`config.mk`:
```
export PLATFORM = sky130hd
export DESIGN_NAME = rr_ffs_arbiter
export DESIGN_NICKNAME = d
export VERILOG_FILES = /design/src/rtl/rr_ffs_arbiter.sv
export SDC_FILE = /design/constraint.sdc
export NUM_CORES = 1
export LEC_CHECK = 0
export ABC_AREA = 1
export CAP_MARGIN = 5
export CORE_MARGIN = 2
export CORE_UTILIZATION = 45
export DETAILED_ROUTE_END_ITERATION = 10
export PLACE_DENSITY = 0.86
export SLEW_MARGIN = 20
export SYNTH_ARGS = -nofsm -noshare
export SYNTH_HDL_FRONTEND = slang
export SYNTH_SLANG_ARGS = --single-unit
export TNS_END_PERCENT = 10
```
`constraint.sdc`:
```
create_clock -name i_clk -period 2.3 [get_ports i_clk]
set_input_delay 0.46 -clock i_clk [delete_from_list [all_inputs] [get_ports i_clk]]
set_output_delay 0.46 -clock i_clk [all_outputs]
set_load 0.02 [all_outputs]
```
`src/rtl/rr_ffs_arbiter.sv`:
```
// rr_ffs_arbiter: round-robin arbiter for NREQ requesters.
// A rotating find-first-set search starts at the requester after the last
// grantee and wraps around. A grant is held until the grantee asserts
// i_release, and every grant is followed by at least one idle cycle.
// The output index drives the select mux of the shared resource.
// Optional feature: define RR_ARB_TIMEOUT_EN to add a watchdog that forces a
// release after TIMEOUT busy cycles and pulses o_timeout for that cycle.
module rr_ffs_arbiter #(
    parameter int NREQ    = 8,
    parameter int TIMEOUT = 16,
    localparam int IW     = $clog2(NREQ)
) (
    input  logic            i_clk,
    input  logic            i_rst,
    input  logic [NREQ-1:0] i_req,
    input  logic            i_release,
    output logic [NREQ-1:0] o_grant,
    output logic [IW-1:0]   o_grant_idx,
    output logic            o_grant_valid,
    output logic            o_timeout
);

    typedef enum logic {
        S_IDLE = 1'b0,
        S_BUSY = 1'b1
    } state_t;

    state_t        r_state;
    state_t        w_state_nxt;
    logic [IW-1:0] r_ptr;
    logic [IW-1:0] w_ptr_nxt;
    logic [IW-1:0] r_idx;
    logic [IW-1:0] w_idx_nxt;

    logic          w_found;
    logic [IW-1:0] w_found_idx;
    logic [IW:0]   w_cand;

    logic          w_expire;
    logic          w_release;

    // Rotating search: candidates r_ptr, r_ptr+1, ... wrapped at NREQ.
    // The sum is formed one bit wider than the index so NREQ-1 + offset
    // cannot overflow before the wrap compare.
    always_comb begin
        w_found     = 1'b0;
        w_found_idx = '0;
        w_cand      = '0;
        for (int unsigned i = 0; i < NREQ; i++) begin
            w_cand = {1'b0, r_ptr} + (IW+1)'(i);
            if (w_cand >= (IW+1)'(NREQ)) begin
                w_cand = w_cand - (IW+1)'(NREQ);
            end
            if (!w_found && i_req[w_cand[IW-1:0]]) begin
                w_found     = 1'b1;
                w_found_idx = w_cand[IW-1:0];
            end
        end
    end

`ifdef RR_ARB_TIMEOUT_EN
    localparam int CW = $clog2(TIMEOUT + 1);

    logic [CW-1:0] r_cnt;

    // Watchdog fires only when the grantee has not released on its own,
    // so a coincident release is a normal release with no timeout pulse.
    assign w_expire = (r_state == S_BUSY) && !i_release &&
                      (r_cnt == CW'(TIMEOUT));

    // Busy-cycle counter: held at zero while idle so it starts from zero
    // on every entry to BUSY.
    always_ff @(posedge i_clk) begin
        if (i_rst) begin
            r_cnt <= '0;
        end else if (r_state != S_BUSY || w_release) begin
            r_cnt <= '0;
        end else begin
            r_cnt <= r_cnt + 1'b1;
        end
    end
`else
    assign w_expire = 1'b0;
`endif

    assign w_release = i_release || w_expire;
    assign o_timeout = w_expire;

    // Next-state logic: grant on a hit in IDLE, hold in BUSY until release.
    always_comb begin
        w_state_nxt = r_state;
        w_idx_nxt   = r_idx;
        w_ptr_nxt   = r_ptr;
        case (r_state)
            S_IDLE: begin
                if (w_found) begin
                    w_state_nxt = S_BUSY;
                    w_idx_nxt   = w_found_idx;
                end
            end
            S_BUSY: begin
                if (w_release) begin
                    w_state_nxt = S_IDLE;
                    w_idx_nxt   = '0;
                    w_ptr_nxt   = (r_idx == IW'(NREQ - 1)) ? '0 : r_idx + 1'b1;
                end
            end
            default: begin
                w_state_nxt = S_IDLE;
                w_idx_nxt   = '0;
            end
        endcase
    end

    // State, grantee index and search pointer registers.
    always_ff @(posedge i_clk) begin
        if (i_rst) begin
            r_state <= S_IDLE;
            r_idx   <= '0;
            r_ptr   <= '0;
        end else begin
            r_state <= w_state_nxt;
            r_idx   <= w_idx_nxt;
            r_ptr   <= w_ptr_nxt;
        end
    end

    assign o_grant_valid = (r_state == S_BUSY);
    assign o_grant_idx   = r_idx;

    // One-hot grant decoded from the registered index; zero when idle.
    always_comb begin
        o_grant = '0;
        if (r_state == S_BUSY) begin
            o_grant[r_idx] = 1'b1;
        end
    end

endmodule

```
Word-level counts from Yosys, hierarchy flattened
Index checks and enable logic that the tools add are counted.
- $mul: 0
- mux-type cells: 50
- equality and inequality tests: 3
- reduce and logical (&&, ||, !) cells: 17
- shifts and indexed selects: 0
- order comparisons: 18
- add/subtract/negate cells: 16
- div/mod/pow operators: 0
- bitwise gates (word level): 1
- operator list (kind ; number):
    $mux 3 ; 19
    $lt 3x4->1 const B ; 9
    $ge 4x4->1 const B ; 7
    $bmux 1 s3 ; 8
    $sub 3x1->3 const B ; 8
    $mux 1 ; 19
    $add 3x3->4 const B ; 4
    $add 3x2->4 const B ; 2
    $logic_and 1x1->1 ; 8
    $mux 8 ; 1
    $logic_not 1->1 ; 7
    $pmux 3 s2 ; 1
    $add 3x1->4 const B ; 1
    $ge 3x4->1 const B ; 1
    $ne 2x2->1 const B ; 2
    $reduce_and 2->1 ; 2
    $add 3x1->3 const B ; 1
    $demux 1 s3 ; 1
    $eq 3x3->1 const B ; 1
    $ge 3x1->1 const B ; 1
    $pmux 1 s2 ; 1
    $not 1->1 ; 1
- input port bits: 11
- memories kept: 0
- ROM bits: 0
- RAM bits: 0
- register bits: 7
- bits in latches: 0
- logic and storage cells: 108

Depth between registers and ports, before layout
- depth after elaboration: 28
- depth in mapped cells: 18
- gate-level depth less buffers: 17

Worst setup path before layout
No wires, ideal clock.
- kind: register to register
- from: reg r_ptr[1]
- to: reg r_idx[1] (netlist: o_grant_idx[1])
- arrival: 2079 ps
- stages on the path, launching flop included: 15
- required time: 2234 ps
- slack: 155 ps
- path through: dfxtp_1 > buf_6 > inv_2 > ha_1 > inv_1 > nand3_1 > nand3_2 > nand2_2 > nor2_8 > nand4_4 > nor2_4 > nand3_2 > nand2_2 > nand3_1 > a21oi_2
- longest elaborated chain between the ends: 28
- ends and longest elaborated chain (what ; RTL line ; RTL):
    from (decl) ; 30 ; logic [IW-1:0] r_ptr;
    from (signal assigned) ; 124 ; r_ptr <= w_ptr_nxt;
    parallel branches: the longest is 28 deep, another holds $add 3x1->4 ; - ;
    to (signal assigned) ; 123 ; r_idx <= w_idx_nxt;
    to (decl) ; 32 ; logic [IW-1:0] r_idx;
Several ways; the timed one is not identified. The select of a mux whose other input is x is not followed.
A chain may end at the register's enable or synchronous reset.

Worst setup path after layout
- from: reg r_ptr[0]
- to: reg r_idx[2] (netlist: o_grant_idx[2])
The elaborated chain is that of the path after synthesis.

==> summary.md <==
| Metric | Value |
|---|---|
| Run status | `completed` |
| CTS Hold Bufs | `0` |
| Grt total ovfl | `0` |
| Fin Setup TNS | `0 ns` |
| Count of boundary I/O pins | `24` |
| Initial antenna violation count | `0` |
| Pin count of the biggest net entering global routing | `13` |
| Critical path arrival | `2.30 ns` |
| Slowest stage cell, crit path | `dfxtp_1` |
| Final min period | `2.15 ns` |
| Placed Cells | `240` |
| Hpwl dp | `2350 um` |
| Average wire per standard cell | `11.6 um` |
| Post-route setup slack | `0.148 ns` |
| Critical path class | `register to register` |
| H-tree depth | `1` |
| Initial drt markers | `52` |
| Min-delay worst type | `register to register` |
| Net count reported at finish | `233` |
| Via count | `1279` |
| Total core area | `2280 sq um` |
| Worst Path Buf+Inv | `2` |
| Most frequent cells in the layout | `nand2_1 (61), nand3_1 (27), nor2_1 (23), clkdlybuf4s50_1 (18), inv_1 (17)` |
| Peak supply drop | `0.000403 V` |
| Synth top area share | `21.0%` |
| Unrepaired setup endpoints after global routing | `yes` |
| Drt pass-1 iters | `4` |
| Hold Violations, Final | `0` |
| Die X | `53.6 um` |
| Global-route wire length before repair | `4790 um` |
| Cell type with the largest total area after synthesis | `nand2_1` |
| Commonest non-fill, non-tap cell in the layout | `nand2_1` |
| Fin Clk Skew | `0.00401 ns` |
| Fin util | `62.9%` |
| Row cnt | `17` |
| Vias/cell | `5.22` |
| Clk_lat worst skew | `0.26 ns` |
| Top cells by area, synth | `nand2_1 (21%), dfxtp_1 (13%), nand3_1 (12%)` |
| Critical Path End Type | `register` |
| Seq pwr share | `21.5%` |
| Clk slew on worst S/H paths | `0.05 ns` |
| Power per cell area | `499 nW/um^2` |
| Distinct cell type count after synthesis | `30` |
| Fin cells | `245` |
| I/O Buffers | `22` |
| Starting Density | `48.7%` |
| Sw power | `344 uW` |
| Mapped Avg Cell Area | `5.90 sq um` |
| P_int | `370 uW` |
| Max incr delay on CP | `0.34 ns` |
| Worst path top cell family by delay | `simple AND/OR/NAND/NOR gates` |
| Max Root-Sink Buffers | `2` |
| Gpl congestion | `1.00` |
| Yosys reg bits | `7` |
| # DRC | `0` |
| Clock power frac | `16.2%` |
| Final Max Slew Viols | `0` |
| Critical path required time | `2.44 ns` |
| Crit path max fanout | `9` |
| Sw Ratio | `48.1%` |
| Layout cells sized above 1 | `17.1%` |
| Synthesized net count | `203` |
| CTS sink cnt | `7` |
| Critical path cell sequence | `inv_2 > ha_4 > buf_4 > nand3_1 > nand3_2 > nand2_2 > nor2_8 > nand4_4 > nor2_4 > nand3_2 > nor2_1 > nor2_1 > nand2_1 > a21oi_1` |
| P_leak | `0.768 nW` |
| Die ar. | `2880 sq um` |
| Final setup violation count | `0` |
| GRT Util Overall | `22.4%` |
| Routed Antenna Nets | `0` |
| Final period util | `93.6%` |
| Area Overhead vs Synth | `29.1%` |
| Achievable clock frequency | `465 MHz` |
| Vias in the first global route | `1132` |
| Ys Warns | `0` |
| Die Span Y | `53.6 um` |
| Mapped Area | `1110 sq um` |
| Comb power frac | `62.3%` |
| Number of max-cap violations | `0` |
| CP startpoint kind | `register` |
| Antenna cells | `0` |
| Sequential area share after synthesis | `12.6%` |
| CTS tree | `done` |
| Setup WS pre-CTS | `0.0554 ns` |
| Total wire length | `2840 um` |
| Syn Inst Count | `188` |
| Cts bufs inserted | `3` |
| Clk root buf | `clkbuf_4` |
logic make-up (layout without fill, tap and decap cells):
group	after synthesis	after routing	synth area share [%]
simple gates	132	132	58.5
flops	7	7	12.6
other cells	1	1	0.338
buf+inv	26	55	11.2
xor+xnor	4	4	5.53
fa+ha+maj	4	4	4.51
compound gates	14	14	7.34
sequential cells by signal, indices dropped and copies added (netlist names):
| signal | cells |
|---|---|
| o_grant_idx | 3 |
| r_ptr | 3 |
| o_grant_valid | 1 |
timing repair:
action                                  4_1_cts  5_1_grt
endpoints found under the setup margin        0        7
resized for setup                             0        8
buffers inserted                              0        1
per-stage QoR:
step                      hold slack [ns]  power (mW)  area [sq um]
after global placement              0.553       0.581          1370
after global routing                0.601       0.779          1430
after CTS                           0.562       0.700          1390
final                               0.562       0.714          1430
after floorplan                     0.522       0.471          1110
after detailed placement            0.548       0.586          1370
power groups by stage:
stage	clock, mW	combinational (mW)	sequential, mW
2_1_floorplan	0	0.310	0.160
3_3_place_gp	0	0.425	0.156
3_5_place_dp	0	0.430	0.156
4_1_cts	0.115	0.431	0.153
5_1_grt	0.128	0.494	0.157
6_report	0.115	0.445	0.154
worst paths after layout:
path                                      from             end  slack, ns  cells past startpoint
worst max-delay path                  r_ptr[0]  o_grant_idx[2]       0.15                     14
worst max register to register        r_ptr[0]  o_grant_idx[2]       0.15                     14
worst min register to register  o_grant_idx[2]  o_grant_idx[2]       0.56                      2
worst min-delay path            o_grant_idx[2]  o_grant_idx[2]       0.56                      2
tightest hold or removal path, cell delays in order, from the launching register on:
cell and delay [ns]:
dfxtp_1 0.35, nand3_1 0.10, a21oi_1 0.06
area by class of cell:
class	instances	area (sq um)
multi-input cells	155	865
fillers	192	845
repair buffers	29	283
flip-flops and latches	7	140
inverters	22	82.6
well taps	28	35.0
clock buffers	4	26.3
cell usage after synthesis, drive strengths merged:
master  number
ha           4
a21oi        7
xnor2        2
nor3         1
nand2       66
o211ai       1
a31oi        1
xor2         2
nand4        3
nand3b       1
o21ai        5
nand3       35
buf          4
dfxtp        7
nor2        25
or2          1
inv         22
conb         1
metal layers:
metal,wire [um],GRT usage [%],vias up
met5,0,0,-
met4,22,6.84,0
met3,186,6.39,4
met2,1290,32.7,39
met1,1340,31.5,576
li1,-,-,660
Power figures use the tool's default switching activity.
==> patch 1 (same settings) <==
Build with the macro `RR_ARB_TIMEOUT_EN` defined.
--- a/src/rtl/rr_ffs_arbiter.sv
+++ b/src/rtl/rr_ffs_arbiter.sv
@@ -5,6 +5,8 @@
 // The output index drives the select mux of the shared resource.
 // Optional feature: define RR_ARB_TIMEOUT_EN to add a watchdog that forces a
 // release after TIMEOUT busy cycles and pulses o_timeout for that cycle.
+`define RR_ARB_TIMEOUT_EN
+
 module rr_ffs_arbiter #(
     parameter int NREQ    = 8,
     parameter int TIMEOUT = 16,
Check against the original RTL: no difference found for any inputs over 10 cycles, from zero or initial values and one cycle with i_rst high; that may be too few to reach the edited logic, so the function may still have changed.
==> patch 1 against the original RTL <==
- critical path depth unchanged
- critical endpoint is now o_grant_idx[1]
- total power increased by 40%
- clock skew increased by 2.9 ps
- design area increased by 18%
- combinational power increased by 30%
- sequential share of layout area increased by 4.5 points
- via count increased by 11%
- count of clock-buffer cells in the layout unchanged
- sequential cell count increased by 5
- wire length increased by 5.7%
- critical path type unchanged
- synthesized area increased by 23%
- worst setup slack improved by 73 ps
==> patch 1: results (changes against the original RTL) <==
Power and ir drop
  • Leakage: 0.0008778 uW (+14%)
  • Max rail drop VDD: 0.4587 mV (+14%)

Synth
  • YS warnings: 0 (unchanged)
  • Commonest cells in the netlist: 60 x nand2_1, 33 x nor2_1, 27 x nand3_1
  • Register area share after synthesis: 17.60% (+5.0 points)
  • Synth area leaders: dfxtp_1 18%, nand2_1 16%, nand3_1 9.9%
  • Mapped Nets: 234 (+15%)
  • Yosys cell types: 31 (+3.3%)

Global routing
  • Met1 Use GR: 25.13% (-6.4 points)
  • Largest net degree at the start of global routing: 12 (-1)
  • Met2 Use GR: 31.11% (-1.6 points)
  • GRT met3 Usage: 2.620% (-3.8 points)
  • Vias in the first global route: 1216 (+7.4%)
  • First-pass GRT wire length: 5043 um (+5.3%)
  • GRT Util Overall: 18.49% (-3.9 points)

Place
  • GP Congestion: 0.8448 (-16%)
  • DP HPWL: 2450 um (+4.2%)
  • IO Port Bufs: 23 (+4.5%)

Route
  • DR DRC count: 0 (unchanged)
  • WL per Instance: 10.88 um (-6.1%)
  • Via density: 5.163 (-1.1%)
  • Initial DRC Count: 62 (+19%)

Timing
  • Slew Limit Headroom: between 70% and 80%
  • Final clock skew: 6.887 ps (+2.881 ps)

Clock tree
  • Clock transition at path regs: 80 ps (+30 ps)
  • Clock latency reported for the late side of the worst-skew pair: 270 ps
  • Total CTS buffers: 3 (unchanged)
  • Root Buffer: clkbuf_4
  • Clk buf depth: 2 (unchanged)

Outcome
  • Outcome: complete, no violations

Layout
  • Layout cell share with drive strength beyond 1: 16.33% (-0.72 points)
  • Largest register FFs: 5
  • Filler cell count: 251 (+31%)
  • Final #Nets: 263 (+13%)
  • Antenna Cells: 0 (unchanged)

Worst setup path
  • CP max FO: 6 (-3)
  • CP arrival: 2240 ps (-60 ps)
[patch 1: cell count changes in the layout (fill, tap and decap cells not counted), moves of 3 or more]
cell,change
nor2_1,+10
nand2_2,+3
inv_1,+7
inv_2,-3
dfxtp_1,+5
[patch 1: metal layers]
metal / part of all wire (%) / vias up
li1: - / 749
met1: 47 / 650
met2: 49 / 24
met3: 2.6 / 2
met4: 0.63 / 0
met5: 0 / -
[patch 1: final cells by class]
class | count | area (um^2) | area share [%]
timing repair buffer | 28 | 280.3 | 16.64
multi-input combinational | 174 | 985.9 | 58.54
clock buffer | 4 | 36.28 | 2.155
tap | 31 | 38.79 | 2.303
inverter | 27 | 102.6 | 6.092
sequential | 12 | 240.2 | 14.26
[patch 1: kinds of logic after synthesis]
kind of cell	after synthesis	synth area share [%]
simple gates	149	56.00
buf+inv	31	10.36
flops	12	17.60
xor+xnor	6	4.951
compound gates	13	5.591
fa+ha+maj	6	5.499
[patch 1: repair_timing]
item,4_1_cts,5_1_grt
setup buffers,0,1
resized for setup,0,6
endpoints found under the setup margin,0,8
hold endpoints to repair,0,0
[patch 1: power breakdown]
group	total (uW)	leakage (uW)	switching (uW)	internal, uW
Combinational	578	0.000759	359	219
Clock	167	0.0000210	70.5	96.1
Sequential	252	0.0000980	25.4	226
Total	997	0.000878	455	542
[patch 1: through the flow]
step	std cells	setup WS, ps	instance area [um^2]	utilization [%]
floorplan	217	147.4	1365	-
global placement	271	49.60	1625	57.45
detailed placement	271	37.66	1625	57.45
CTS	275	26.77	1662	58.74
global route	276	41.46	1684	59.53
finish	276	221.0	1684	59.53
[patch 1: worst paths after layout]
check            from        endpoint  depth (start not counted)  slack, ps
max          r_ptr[1]  o_grant_idx[1]                         14        220
min reg2reg  r_cnt[0]        r_cnt[0]                          1        470
min          r_cnt[0]        r_cnt[0]                          1        470
max reg2reg  r_ptr[1]  o_grant_idx[1]                         14        220
[patch 1: critical path, cell delays in order (launching register included)]
cell	delay (ps)
dfxtp_1	350
clkinv_2	60
ha_2	320
inv_2	110
nand3_1	120
nand3_2	130
nand2_4	80
nor2_8	110
nand4_4	110
nor2_4	160
nand3_2	120
nor2_1	120
nor2_1	50
nand2_1	70
a21oi_2	50
==> patch 2 (same flow settings) <==
Without the edit above. Set the parameter `NREQ` to 4 (it was 8).
--- a/src/rtl/rr_ffs_arbiter.sv
+++ b/src/rtl/rr_ffs_arbiter.sv
@@ -6,7 +6,7 @@
 // Optional feature: define RR_ARB_TIMEOUT_EN to add a watchdog that forces a
 // release after TIMEOUT busy cycles and pulses o_timeout for that cycle.
 module rr_ffs_arbiter #(
-    parameter int NREQ    = 8,
+    parameter int NREQ    = 4,
     parameter int TIMEOUT = 16,
     localparam int IW     = $clog2(NREQ)
 ) (
Ports: changed (resized i_req, o_grant and o_grant_idx); port bits go from 24 to 15. No check against the original RTL was run, so the function may have changed too.
==> patch 2 against the original RTL <==
- synthesized area shrank 45%
- design area shrank 47%
- hold slack lost 11 ps
- wire length shrank 58%
- total power shrank 43%
- sequential cell count shrank 2
- worst setup slack gained 110 ps
- global-route usage shrank 5.4 points
- critical endpoint is now o_grant[0]
- highest routed layer is now met3
==> patch 2: results (changes against the original RTL) <==
Timing
  • Final min period: 2038 ps (-114.6 ps)
  • Final clock skew: 0.5671 ps (-3.439 ps)

Synth
  • Cell count after synthesis: 94 (-50%)
  • Mapped Nets: 105 (-48%)
  • Yosys cell types: 20 (-33%)
  • Register area share after synthesis: 16.43% (+3.8 points)

Global routing
  • Largest net degree at the start of global routing: 11 (-2)
  • GRT Util Overall: 17.02% (-5.4 points)
  • GRT met3 Usage: 8.152% (+1.8 points)
  • Met2 Use GR: 26.56% (-6.2 points)

Worst setup path
  • CP max FO: 6 (-3)
  • CP peak stage delay: 530 ps (+190 ps)

Route
  • Initial DRC Count: 11 (-79%)
  • Routed length on met1: 595 um (-56%)
  • Total routed wirelength: 1198 um (-58%)

Outcome
  • Outcome: complete, no violations

Power and ir drop
  • Clock-net power: 99.4 uW (-14%)
  • Max rail drop VDD: 0.2910 mV (-28%)
  • Comb power: 192 uW (-57%)

Place
  • Instance area after placement: 739.5 um^2 (-46%)
  • DP HPWL: 981.3 um (-58%)
  • GP Congestion: 0.8564 (-14%)
  • IO Port Bufs: 13 (-41%)

Worst hold path
  • Hold Startpoint: o_grant_idx[1]
  • Worst Hold Endpoint: o_grant_idx[1]
patch 2: cells by family after synthesis:
group                    Yosys count  synth area share, %
AO/OA/AOI/OAI                     11                10.06
adder cells (fa/ha/maj)            4                8.214
buffers and inverters             20                15.40
flip-flops                         5                16.43
other                              1               0.6154
AND/OR/NAND/NOR                   53                49.28
patch 2: worst max path at each step:
stage                                 to      startpoint  cells past startpoint
final                         o_grant[0]  o_grant_idx[0]                      5
after floorplan               o_grant[2]  o_grant_idx[0]                      4
after CTS                     o_grant[0]  o_grant_idx[0]                      5
after detailed placement  o_grant_idx[1]        i_req[3]                     10
after global routing          o_grant[3]  o_grant_idx[0]                      4
after global placement    o_grant_idx[1]        i_req[3]                     10
patch 2: layout make-up:
type | count | area [um^2]
clock buffers | 4 | 26.28
fillers | 122 | 519.2
inverters | 18 | 75.07
multi-input cells | 69 | 415.4
flip-flops and latches | 5 | 100.1
well taps | 15 | 18.77
repair buffers | 13 | 130.1
